===== src/rtl/sram_arbiter.sv =====
// Two-port round-robin arbiter and access sequencer for the shared 16-bit SRAM.
// One access at a time: IDLE -> SETUP -> ACCESS (ACCESS_CYCLES) -> HOLD with Ack.
module sram_arbiter #(
  parameter int unsigned ACCESS_CYCLES = 2
) (
  input  logic        Clk,
  input  logic        Reset,
  input  logic        A_Req,
  input  logic        A_WE,
  input  logic [15:0] A_Addr,
  input  logic [15:0] A_WData,
  input  logic [1:0]  A_BE,
  output logic        A_Ack,
  output logic [15:0] A_RData,
  input  logic        B_Req,
  input  logic        B_WE,
  input  logic [15:0] B_Addr,
  input  logic [15:0] B_WData,
  input  logic [1:0]  B_BE,
  output logic        B_Ack,
  output logic [15:0] B_RData,
  output logic        Mem_CE,
  output logic        Mem_OE,
  output logic        Mem_WE,
  output logic        Mem_LB,
  output logic        Mem_UB,
  output logic [15:0] Address,
  output logic [15:0] Data_ToSRAM,
  input  logic [15:0] Data_FromSRAM
);

  typedef enum logic [1:0] {IDLE, SETUP, ACCESS, HOLD} state_t;

  localparam logic [3:0] CntInit = 4'(ACCESS_CYCLES);

  state_t      state_q, state_d;
  logic        last_q, last_d;
  logic        sel_q, sel_d;
  logic        we_q, we_d;
  logic [15:0] addr_q, addr_d;
  logic [15:0] wdata_q, wdata_d;
  logic [1:0]  be_q, be_d;
  logic [3:0]  cnt_q, cnt_d;
  logic [15:0] rdataA_q, rdataA_d;
  logic [15:0] rdataB_q, rdataB_d;
  logic        grantB;
  logic [15:0] readMasked;

  // last_q = 1 means port B was granted most recently, so A wins a tie.
  assign grantB = B_Req & (~A_Req | ~last_q);
  assign readMasked = {be_q[1] ? Data_FromSRAM[15:8] : 8'h00,
                       be_q[0] ? Data_FromSRAM[7:0]  : 8'h00};

  always_ff @(posedge Clk or posedge Reset) begin
    if (Reset) begin
      state_q  <= IDLE;
      last_q   <= 1'b1;
      sel_q    <= 1'b0;
      we_q     <= 1'b0;
      addr_q   <= '0;
      wdata_q  <= '0;
      be_q     <= '0;
      cnt_q    <= '0;
      rdataA_q <= '0;
      rdataB_q <= '0;
    end else begin
      state_q  <= state_d;
      last_q   <= last_d;
      sel_q    <= sel_d;
      we_q     <= we_d;
      addr_q   <= addr_d;
      wdata_q  <= wdata_d;
      be_q     <= be_d;
      cnt_q    <= cnt_d;
      rdataA_q <= rdataA_d;
      rdataB_q <= rdataB_d;
    end
  end

  always_comb begin
    state_d  = state_q;
    last_d   = last_q;
    sel_d    = sel_q;
    we_d     = we_q;
    addr_d   = addr_q;
    wdata_d  = wdata_q;
    be_d     = be_q;
    cnt_d    = cnt_q;
    rdataA_d = rdataA_q;
    rdataB_d = rdataB_q;
    case (state_q)
      IDLE: begin
        if (A_Req | B_Req) begin
          sel_d   = grantB;
          last_d  = grantB;
          we_d    = grantB ? B_WE    : A_WE;
          addr_d  = grantB ? B_Addr  : A_Addr;
          wdata_d = grantB ? B_WData : A_WData;
          be_d    = grantB ? B_BE    : A_BE;
          state_d = SETUP;
        end
      end
      SETUP: begin
        cnt_d   = CntInit;
        state_d = ACCESS;
      end
      ACCESS: begin
        // Read data is sampled on the final strobe edge, just before HOLD.
        if (cnt_q <= 4'd1) begin
          cnt_d   = 4'd0;
          state_d = HOLD;
          if (!we_q) begin
            if (sel_q) rdataB_d = readMasked;
            else       rdataA_d = readMasked;
          end
        end else begin
          cnt_d = cnt_q - 4'd1;
        end
      end
      HOLD: begin
        state_d = IDLE;
      end
      default: begin
        state_d = IDLE;
      end
    endcase
  end

  assign Mem_CE      = (state_q != IDLE);
  assign Mem_OE      = (state_q == ACCESS) & ~we_q;
  assign Mem_WE      = (state_q == ACCESS) & we_q;
  assign Mem_LB      = Mem_CE & be_q[0];
  assign Mem_UB      = Mem_CE & be_q[1];
  assign Address     = addr_q;
  assign Data_ToSRAM = wdata_q;
  assign A_Ack       = (state_q == HOLD) & ~sel_q;
  assign B_Ack       = (state_q == HOLD) & sel_q;
  assign A_RData     = rdataA_q;
  assign B_RData     = rdataB_q;

endmodule


===== config.mk =====
export PLATFORM = sky130hd
export DESIGN_NAME = sram_arbiter
export DESIGN_NICKNAME = d
export VERILOG_FILES = /design/src/rtl/sram_arbiter.sv
export SDC_FILE = /design/constraint.sdc
export NUM_CORES = 1
export LEC_CHECK = 0
export CAP_MARGIN = 20
export CORE_MARGIN = 2
export CORE_UTILIZATION = 46
export CTS_BUF_LIST = sky130_fd_sc_hd__clkbuf_4
export CTS_CLUSTER_DIAMETER = 100
export CTS_CLUSTER_SIZE = 40
export DETAILED_ROUTE_END_ITERATION = 10
export GPL_ROUTABILITY_DRIVEN = 0
export PLACE_DENSITY_LB_ADDON = 0.3
export SLEW_MARGIN = 20
export SYNTH_ARGS = -nofsm -noshare
export SYNTH_HDL_FRONTEND = slang
export SYNTH_SLANG_ARGS = --single-unit

===== constraint.sdc =====
create_clock -name Clk -period 6 [get_ports Clk]
set_input_delay 1.2 -clock Clk [delete_from_list [all_inputs] [get_ports Clk]]
set_output_delay 1.2 -clock Clk [all_outputs]
set_load 0.1 [all_outputs]

==> results.py, run 1 <==
metrics = {
    "critical_path": {
        "critPathMaxStageDelay_ns": 1.14,
        "setup.worst_path.start_class": "register",
        "cp-end-kind": "primary output",
        "worstPathMaxFanout": 9,
        "path_cells": "inv_1, ha_1, nor2b_1, clkdlybuf4s50_1",
        "critPathKind": "reg -> out",
        "cp.required_ns": 4.80,
        "worst_path_max_delay_cell": "clkdlybuf4s50_1",
        "cp_data_arrival_time_ns": 2.54,
    },
    "floorplanning": {
        "dieArea_um2": 8280,
        "initial_utilization_pct": 47.8,
        "core_um2": 7290,
        "die_y_um": 91.0,
        "die_x_um": 91.0,
        "placement_rows": 31,
        "io_pins": 161,
    },
    "synthesis": {
        "synth_cell_types": 36,
        "synth_compound_area_share_pct": 8.34,
        "synth.avg_cell_area_um2": 11.9,
        "syn_area_um2": 3480,
        "async_flop_share_pct": 100,
        "synth-edff-count": 0,
        "yosys_warnings": 0,
        "ys_seq_area_share_pct": 53.9,
        "synth_xor_area_share_pct": 0,
        "synth_seq_cells": 75,
        "synth_top_family_by_area": "multiplexers",
        "synthCells": 292,
        "synth_fa_ha_area_share_pct": 1.80,
        "synthSimpleGateAreaFrac_pct": 10.3,
        "yosys_most_used_dff": "dfrtp_1",
        "synth.net_count": 387,
        "synth.area.mux_share_pct": 21.8,
    },
    "clock_network": {
        "cts_buffers": 9,
        "cts_resized": 0,
        "post_cts_buffers": 0,
        "cts_tree": "done",
        "cts_hold_buf": 0,
        "clockBufferDepth": 2,
        "cts_sinks": 75,
        "cts_root_buf": "clkbuf_4",
        "clock_latency_ns": 0.41,
        "cts.reportedPaths.clkPinSlew_ns": 0.13,
        "cts_max_level": 3,
    },
    "route": {
        "top_layer_used": "met4",
        "vias": 2701,
        "ant_nets": 0,
        "drc_errors": 0,
        "via_per_inst": 4.88,
        "drt-initial-drc-count": 48,
        "wl_met2_um": 3850,
        "wl_per_cell_um": 14.8,
        "m1WireLength_um": 3480,
        "wl_met3_um": 784,
        "first_pass_iters": 4,
        "drt-total-wl_um": 8210,
    },
    "grt": {
        "grt_usage_pct": 21.1,
        "grt_pass1_wl_um": 13800,
        "grt_max_degree": 76,
        "antenna_found_initial": 0,
        "first_global_vias": 2799,
        "grt-ovfl-total": 0,
    },
    "sta": {
        "fin_crit_ns": 3.74,
        "hold_violations": 0,
        "drv_slew": 0,
        "slew_headroom_pct": 32.8,
        "finalSetupViolCount": 0,
        "clock.fmax_mhz": 267,
        "whs_ns": 0.493,
        "fin_crit_sh_pct": 62.4,
        "rsz0062_at_grt": "no",
        "fin_skew_ns": 0.0162,
        "final.setup.tns_ns": 0,
        "tightest_slew_ns": 1.00,
    },
    "flow_run": {
        "cap_violations": 0,
    },
    "layout": {
        "drive_above_1_share_pct": 13.4,
        "antenna_cells": 0,
        "n_fill_cell": 554,
        "nets": 545,
        "multi_input_area_um2": 1490,
        "design_area_um2": 5320,
        "syn2layout_area_growth_pct": 52.7,
        "seqCellArea_um2": 1880,
    },
    "place": {
        "io_buffers": 160,
        "place_hpwl_um": 6180,
        "dpl_cell_area_um2": 5150,
    },
    "worst_hold_path": {
        "hp-class": "reg -> reg",
    },
    "status": {
        "status": "finished, final reports clean",
    },
}
## area by class of cell
class,count,share of cell area (%)
clock buffer,9,1.27
clock inverter,7,1.91
inverter,7,0.518
multi-input combinational,194,28.1
sequential,75,35.3
tap,99,2.33
timing repair buffer,163,30.5
## stage by stage
| stage | setup slack (ns) | std cells | utilization [%] |
|---|---|---|---|
| after floorplan | 2.71 | 292 | - |
| after global placement | 2.75 | 538 | 70.6 |
| after detailed placement | 2.70 | 538 | 70.6 |
| after CTS | 2.21 | 554 | 72.9 |
| after global routing | 2.11 | 554 | 72.9 |
| final | 2.26 | 554 | 72.9 |
## worst max-delay path: cells and delay by family, from the launching register on
| kind | cells | cell delay (ns) |
|---|---|---|
| buf+inv | 2 | 1.23 |
| flops | 1 | 0.40 |
| fa+ha+maj | 1 | 0.36 |
| simple gates | 1 | 0.16 |
## layout by cell type, fill, tap and decap left out, drive strengths merged
| master | synthesis | layout |
|---|---|---|
| clkinvlp | 0 | 2 |
| and2 | 18 | 18 |
| clkbuf | 7 | 9 |
| a31oi | 1 | 1 |
| nand2b | 1 | 1 |
| nor2 | 1 | 1 |
| nor3 | 2 | 2 |
| o2bb2ai | 1 | 1 |
| dfstp | 1 | 1 |
| nand2 | 38 | 38 |
| nand4b | 1 | 1 |
| or2 | 2 | 2 |
| o21ai | 38 | 38 |
| ha | 5 | 5 |
| a21boi | 1 | 1 |
| nor2b | 3 | 3 |
| dfrtp | 74 | 74 |
| o22a | 1 | 1 |
| clkinv | 0 | 3 |
| a22o | 1 | 1 |
| o211ai | 1 | 1 |
| and2b | 1 | 1 |
| or3b | 1 | 1 |
| inv | 7 | 7 |
| and4 | 1 | 1 |
| a21o | 2 | 2 |
| o22ai | 1 | 1 |
| mux2 | 32 | 32 |
| bufinv | 0 | 2 |
| clkdlybuf4s50 | 0 | 160 |
| a211o | 1 | 1 |
| mux2i | 36 | 36 |
| buf | 9 | 3 |
| a21oi | 4 | 4 |
## per-layer routing
metal / vias up / global-route usage (%)
li1: 1332 / -
met1: 1230 / 26.5
met2: 129 / 33.2
met3: 10 / 8.22
met4: 0 / 7.58
met5: - / 0
## cells by family after synthesis
family          count (synthesis)
buf+inv                        23
fa+ha+maj                       5
flops                          75
mux                            68
simple gates                   69
compound gates                 52
## synthesized netlist by cell type, types with 2 or more instances
master | number | area, um^2
nand2_1 | 38 | 143
inv_1 | 7 | 26.3
or2_0 | 2 | 12.5
a21oi_1 | 4 | 20.0
o21ai_1 | 6 | 30.0
o21ai_0 | 32 | 160
clkbuf_1 | 7 | 26.3
mux2i_1 | 36 | 360
buf_6 | 2 | 22.5
nor3_1 | 2 | 10.0
ha_1 | 5 | 62.6
mux2_4 | 10 | 150
and2_1 | 18 | 113
buf_2 | 3 | 15.0
dfrtp_1 | 74 | 1850
buf_4 | 3 | 22.5
nor2b_1 | 3 | 18.8
mux2_2 | 22 | 248
## path summary, 6_finish.rpt
path	endpoint	start	slack, ns	cells after the start
setup / recovery	Mem_LB	state_q[0]	2.26	4
hold / removal	Data_ToSRAM[1]	Data_ToSRAM[1]	0.49	2
setup reg to reg	B_RData[13]	cnt_q[0]	3.96	5
hold reg to reg	Data_ToSRAM[1]	Data_ToSRAM[1]	0.49	2
max in group asynchronous	Data_ToSRAM[3]	Reset	4.02	3
min in group asynchronous	Address[13]	Reset	1.40	3
## registers in the layout, summed over array words and instances, names as in the netlist, 2 cells and up
| signal | cells |
|---|---|
| Data_ToSRAM | 16 |
| cnt_q | 4 |
| be_q | 2 |
| B_RData | 16 |
| A_RData | 16 |
| state_q | 2 |
| Address | 16 |
Power of run 1 is left out: the tool's default activity adds up to more than one toggle a clock period on the data nets, which glitch-free logic cannot reach.
==> inputs of run 2 (changes only) <==
- CORE_UTILIZATION: 46 -> 43
- clock period: 6 -> 3.5 ns (I/O delays scaled with it)
==> results.py, run 2 (synthesis results as in run 1) <==
metrics = {
    "place": {
        "place_inst": 542,
        "io_buffers": 160,
        "place_hpwl_um": 6350,
    },
    "layout": {
        "antenna_cells": 0,
        "layout_common_cells": "clkdlybuf4s50_1, dfrtp_1, nand2_1",
        "nets": 546,
        "fin_cells": 558,
        "drive_above_1_share_pct": 15.4,
        "layout_commonest_cell": "clkdlybuf4s50_1",
        "syn2layout_area_growth_pct": 51.5,
    },
    "route": {
        "drt-initial-drc-count": 85,
        "drc_errors": 0,
        "first_pass_iters": 4,
        "drt-total-wl_um": 8490,
        "via_per_inst": 4.94,
        "ant_nets": 0,
        "wl_per_cell_um": 15.2,
        "vias": 2758,
    },
    "floorplanning": {
        "core_um2": 7770,
        "placement_rows": 32,
        "io_pins": 161,
        "dieArea_um2": 8830,
        "initial_utilization_pct": 44.8,
        "die_x_um": 94.0,
        "die_y_um": 94.0,
    },
    "critical_path": {
        "cp-end-kind": "primary output",
        "worstPathMaxFanout": 2,
        "worst_path_max_delay_cell": "clkdlybuf4s50_1",
        "cp.required_ns": 2.80,
        "cp_data_arrival_time_ns": 1.95,
        "critPathKind": "reg -> out",
        "critPathMaxStageDelay_ns": 1.16,
        "path_cells": "clkdlybuf4s50_1",
        "critPathBufInv": 1,
        "setup.worst_path.start_class": "register",
        "crit_family": "buffers and inverters",
    },
    "clock_network": {
        "post_cts_buffers": 0,
        "cts_max_level": 3,
        "clockBufferDepth": 2,
        "cts_sinks": 75,
        "cts.reportedPaths.clkPinSlew_ns": 0.14,
        "cts_hold_buf": 0,
        "clock_latency_ns": 0.41,
        "cts_tree": "done",
        "cts_resized": 0,
        "cts_root_buf": "clkbuf_4",
        "cts_buffers": 9,
    },
    "sta": {
        "final.setup.tns_ns": 0,
        "fin_crit_sh_pct": 75.8,
        "fin_skew_ns": 0.0179,
        "slew_headroom_pct": 33.0,
        "clock.fmax_mhz": 377,
        "drv_slew": 0,
        "fin_crit_ns": 2.65,
        "hold_violations": 0,
        "rsz0062_at_grt": "no",
        "finalSetupViolCount": 0,
        "tightest_slew_ns": 1.00,
    },
    "worst_hold_path": {
        "hp-class": "reg -> reg",
    },
    "grt": {
        "grt_pass1_wl_um": 13600,
        "first_global_vias": 2800,
        "grt_max_degree": 72,
        "antenna_found_initial": 0,
        "grt-ovfl-total": 0,
        "grt_usage_pct": 20.0,
    },
    "flow_run": {
        "cap_violations": 0,
    },
    "status": {
        "status": "finished, final reports clean",
    },
}
==> run 2: cell count changes in the layout (fill, tap and decap cells not counted) <==
| cell | change |
|---|---|
| inv_8 | +1 |
| bufinv_16 | -2 |
| clkinv_2 | +1 |
| buf_12 | +1 |
| clkdlybuf4s50_1 | -8 |
| inv_6 | +2 |
| buf_4 | +8 |
| clkinv_4 | -2 |
==> run 2: metrics by stage <==
stage / util, % / hold WS, ns / worst slack [ns] / instance area, um^2
after global routing: 67.9 / 0.527 / 0.770 / 5280
after detailed placement: 66.3 / 0.469 / 0.918 / 5150
final: 67.9 / 0.495 / 0.846 / 5280
after global placement: 66.3 / 0.461 / 1.02 / 5150
after CTS: 67.9 / 0.502 / 0.803 / 5280
after floorplan: - / 0.457 / 0.709 / 3480
==> run 2: worst paths after layout <==
| check | from | to | slack, ns | cells past startpoint |
|---|---|---|---|---|
| min in group asynchronous | Reset | B_RData[2] | 0.75 | 2 |
| min reg2reg | Data_ToSRAM[5] | Data_ToSRAM[5] | 0.50 | 2 |
| max | Address[9] | Address[9] | 0.85 | 1 |
| min | Data_ToSRAM[5] | Data_ToSRAM[5] | 0.50 | 2 |
| max reg2reg | cnt_q[0] | B_RData[14] | 1.43 | 5 |
| max in group asynchronous | Reset | be_q[1] | 2.02 | 3 |
==> run 2: worst min-delay path, cell delays in order (launching register included) <==
cell and delay, ns:
dfrtp_1 0.36, nand2_1 0.05, o21ai_0 0.06
==> run 2: final cells by class <==
| type | count | area (um^2) |
|---|---|---|
| clock buffer | 9 | 67.6 |
| clock inverter | 7 | 57.6 |
| fill | 603 | 2490 |
| inverter | 7 | 27.5 |
| multi-input combinational | 194 | 1490 |
| sequential | 75 | 1880 |
| tap | 102 | 128 |
| timing repair buffer | 164 | 1620 |
==> run 2: routing by layer <==
| metal | track usage, % | vias to the layer above | share of wire [%] |
|---|---|---|---|
| li1 | - | 1330 | - |
| met1 | 24.6 | 1294 | 42 |
| met2 | 32.2 | 123 | 47 |
| met3 | 7.30 | 11 | 10 |
| met4 | 7.73 | 0 | 1.4 |
| met5 | 0 | - | 0 |
Power of run 2 is left out for the same reason.
==> inputs of run 3 (changes only) <==
- CORE_UTILIZATION: 43 -> 39
- clock period: 3.5 -> 2.2 ns (I/O delays scaled with it)
==> results.py, run 3 (synthesis results as in run 1) <==
metrics = {
    "floorplanning": {
        "initial_utilization_pct": 40.1,
        "core_um2": 8680,
        "die_x_um": 98.5,
        "placement_rows": 34,
        "die_y_um": 98.5,
        "dieArea_um2": 9700,
        "io_pins": 161,
    },
    "critical_path": {
        "critPathMaxStageDelay_ns": 0.40,
        "r2r_cells": 5,
        "cp_data_arrival_time_ns": 1.61,
        "critPathKind": "reg -> out",
        "rrSetupSlack_ns": 0.22,
        "cp.required_ns": 1.76,
        "worst_path_max_delay_cell": "dfrtp_1",
        "path_cells": "inv_1, ha_1, nor2b_1, buf_12",
        "regToRegStartpoint": "state_q[0]",
        "crit_start": "state_q[0]",
        "setup.worst_path.start_class": "register",
        "cp-endpoint": "Mem_LB",
        "reg2reg_to": "B_RData[14]",
        "worstPathMaxFanout": 5,
        "cp-end-kind": "primary output",
    },
    "clock_network": {
        "cts_max_level": 3,
        "clock_latency_ns": 0.41,
        "cts_root_buf": "clkbuf_4",
        "clockBufferDepth": 2,
        "cts.reportedPaths.clkPinSlew_ns": 0.13,
        "cts_hold_buf": 0,
        "cts_tree": "done",
        "post_cts_buffers": 0,
        "cts_buffers": 9,
        "cts_resized": 0,
        "cts_sinks": 75,
    },
    "route": {
        "drc_errors": 0,
        "first_pass_iters": 4,
        "ant_nets": 0,
        "via_per_inst": 4.82,
        "vias": 2733,
        "drt-total-wl_um": 8310,
        "drt-initial-drc-count": 43,
        "wl_per_cell_um": 14.7,
    },
    "place": {
        "io_buffers": 160,
        "dpl_cell_area_um2": 5150,
        "place_hpwl_um": 6220,
    },
    "sta": {
        "hold_violations": 0,
        "whs_ns": 0.472,
        "fin_skew_ns": 0.0197,
        "drv_slew": 0,
        "fin_crit_sh_pct": 93.3,
        "fin_crit_ns": 2.05,
        "rsz0062_at_grt": "no",
        "slew_headroom_pct": 73.4,
        "final.setup.tns_ns": 0,
        "finalSetupViolCount": 0,
        "tightest_slew_ns": 0.399,
        "clock.fmax_mhz": 487,
    },
    "layout": {
        "layout_commonest_cell": "clkdlybuf4s50_1",
        "fin_util_pct": 61.2,
        "antenna_cells": 0,
        "syn2layout_area_growth_pct": 52.5,
        "layout_common_cells": "clkdlybuf4s50_1, dfrtp_1, buf_4",
        "design_area_um2": 5310,
        "drive_above_1_share_pct": 29.6,
        "nets": 549,
    },
    "grt": {
        "first_global_vias": 2886,
        "grt-ovfl-total": 0,
        "grt_pass1_wl_um": 13500,
        "antenna_found_initial": 0,
        "grt_max_degree": 76,
        "grt_usage_pct": 17.3,
    },
    "flow_run": {
        "cap_violations": 0,
    },
    "worst_hold_path": {
        "hp-class": "in -> async",
    },
    "status": {
        "status": "finished, final reports clean",
    },
}
run 3: critical path: cells and delay by family, from the launching register on:
kind / cells / cell delay, ns
DFF: 1 / 0.40
buffers and inverters: 2 / 0.30
adders and majority gates: 1 / 0.29
and+or+nand+nor: 1 / 0.23
run 3: worst min-delay path by stage:
stage	end	slack, ns
6_report	B_RData[4]	0.47
5_1_grt	B_RData[6]	0.49
4_1_cts	Address[14]	0.47
3_5_place_dp	Data_ToSRAM[5]	0.47
3_3_place_gp	Address[1]	0.46
2_1_floorplan	we_q	0.46
run 3: through the flow:
step | std cells | worst slack, ns
after global placement | 551 | 0.262
after global routing | 567 | 0.0591
after detailed placement | 551 | 0.182
final | 567 | 0.146
after floorplan | 292 | -0.331
after CTS | 567 | 0.110
run 3: final cells by class:
type,count,area [um^2]
fill,721,3370
sequential,75,1880
timing repair buffer,167,1610
multi-input combinational,194,1500
tap,108,135
clock inverter,6,80.1
clock buffer,10,75.1
inverter,7,30.0
run 3: metal layers:
| layer | global-route usage [%] | part of all wire, % | vias up |
|---|---|---|---|
| li1 | - | - | 1335 |
| met1 | 21.3 | 43 | 1260 |
| met2 | 28.4 | 45 | 128 |
| met3 | 5.96 | 10 | 10 |
| met4 | 6.64 | 1.2 | 0 |
| met5 | 0 | 0 | - |
Power of run 3 is left out for the same reason.
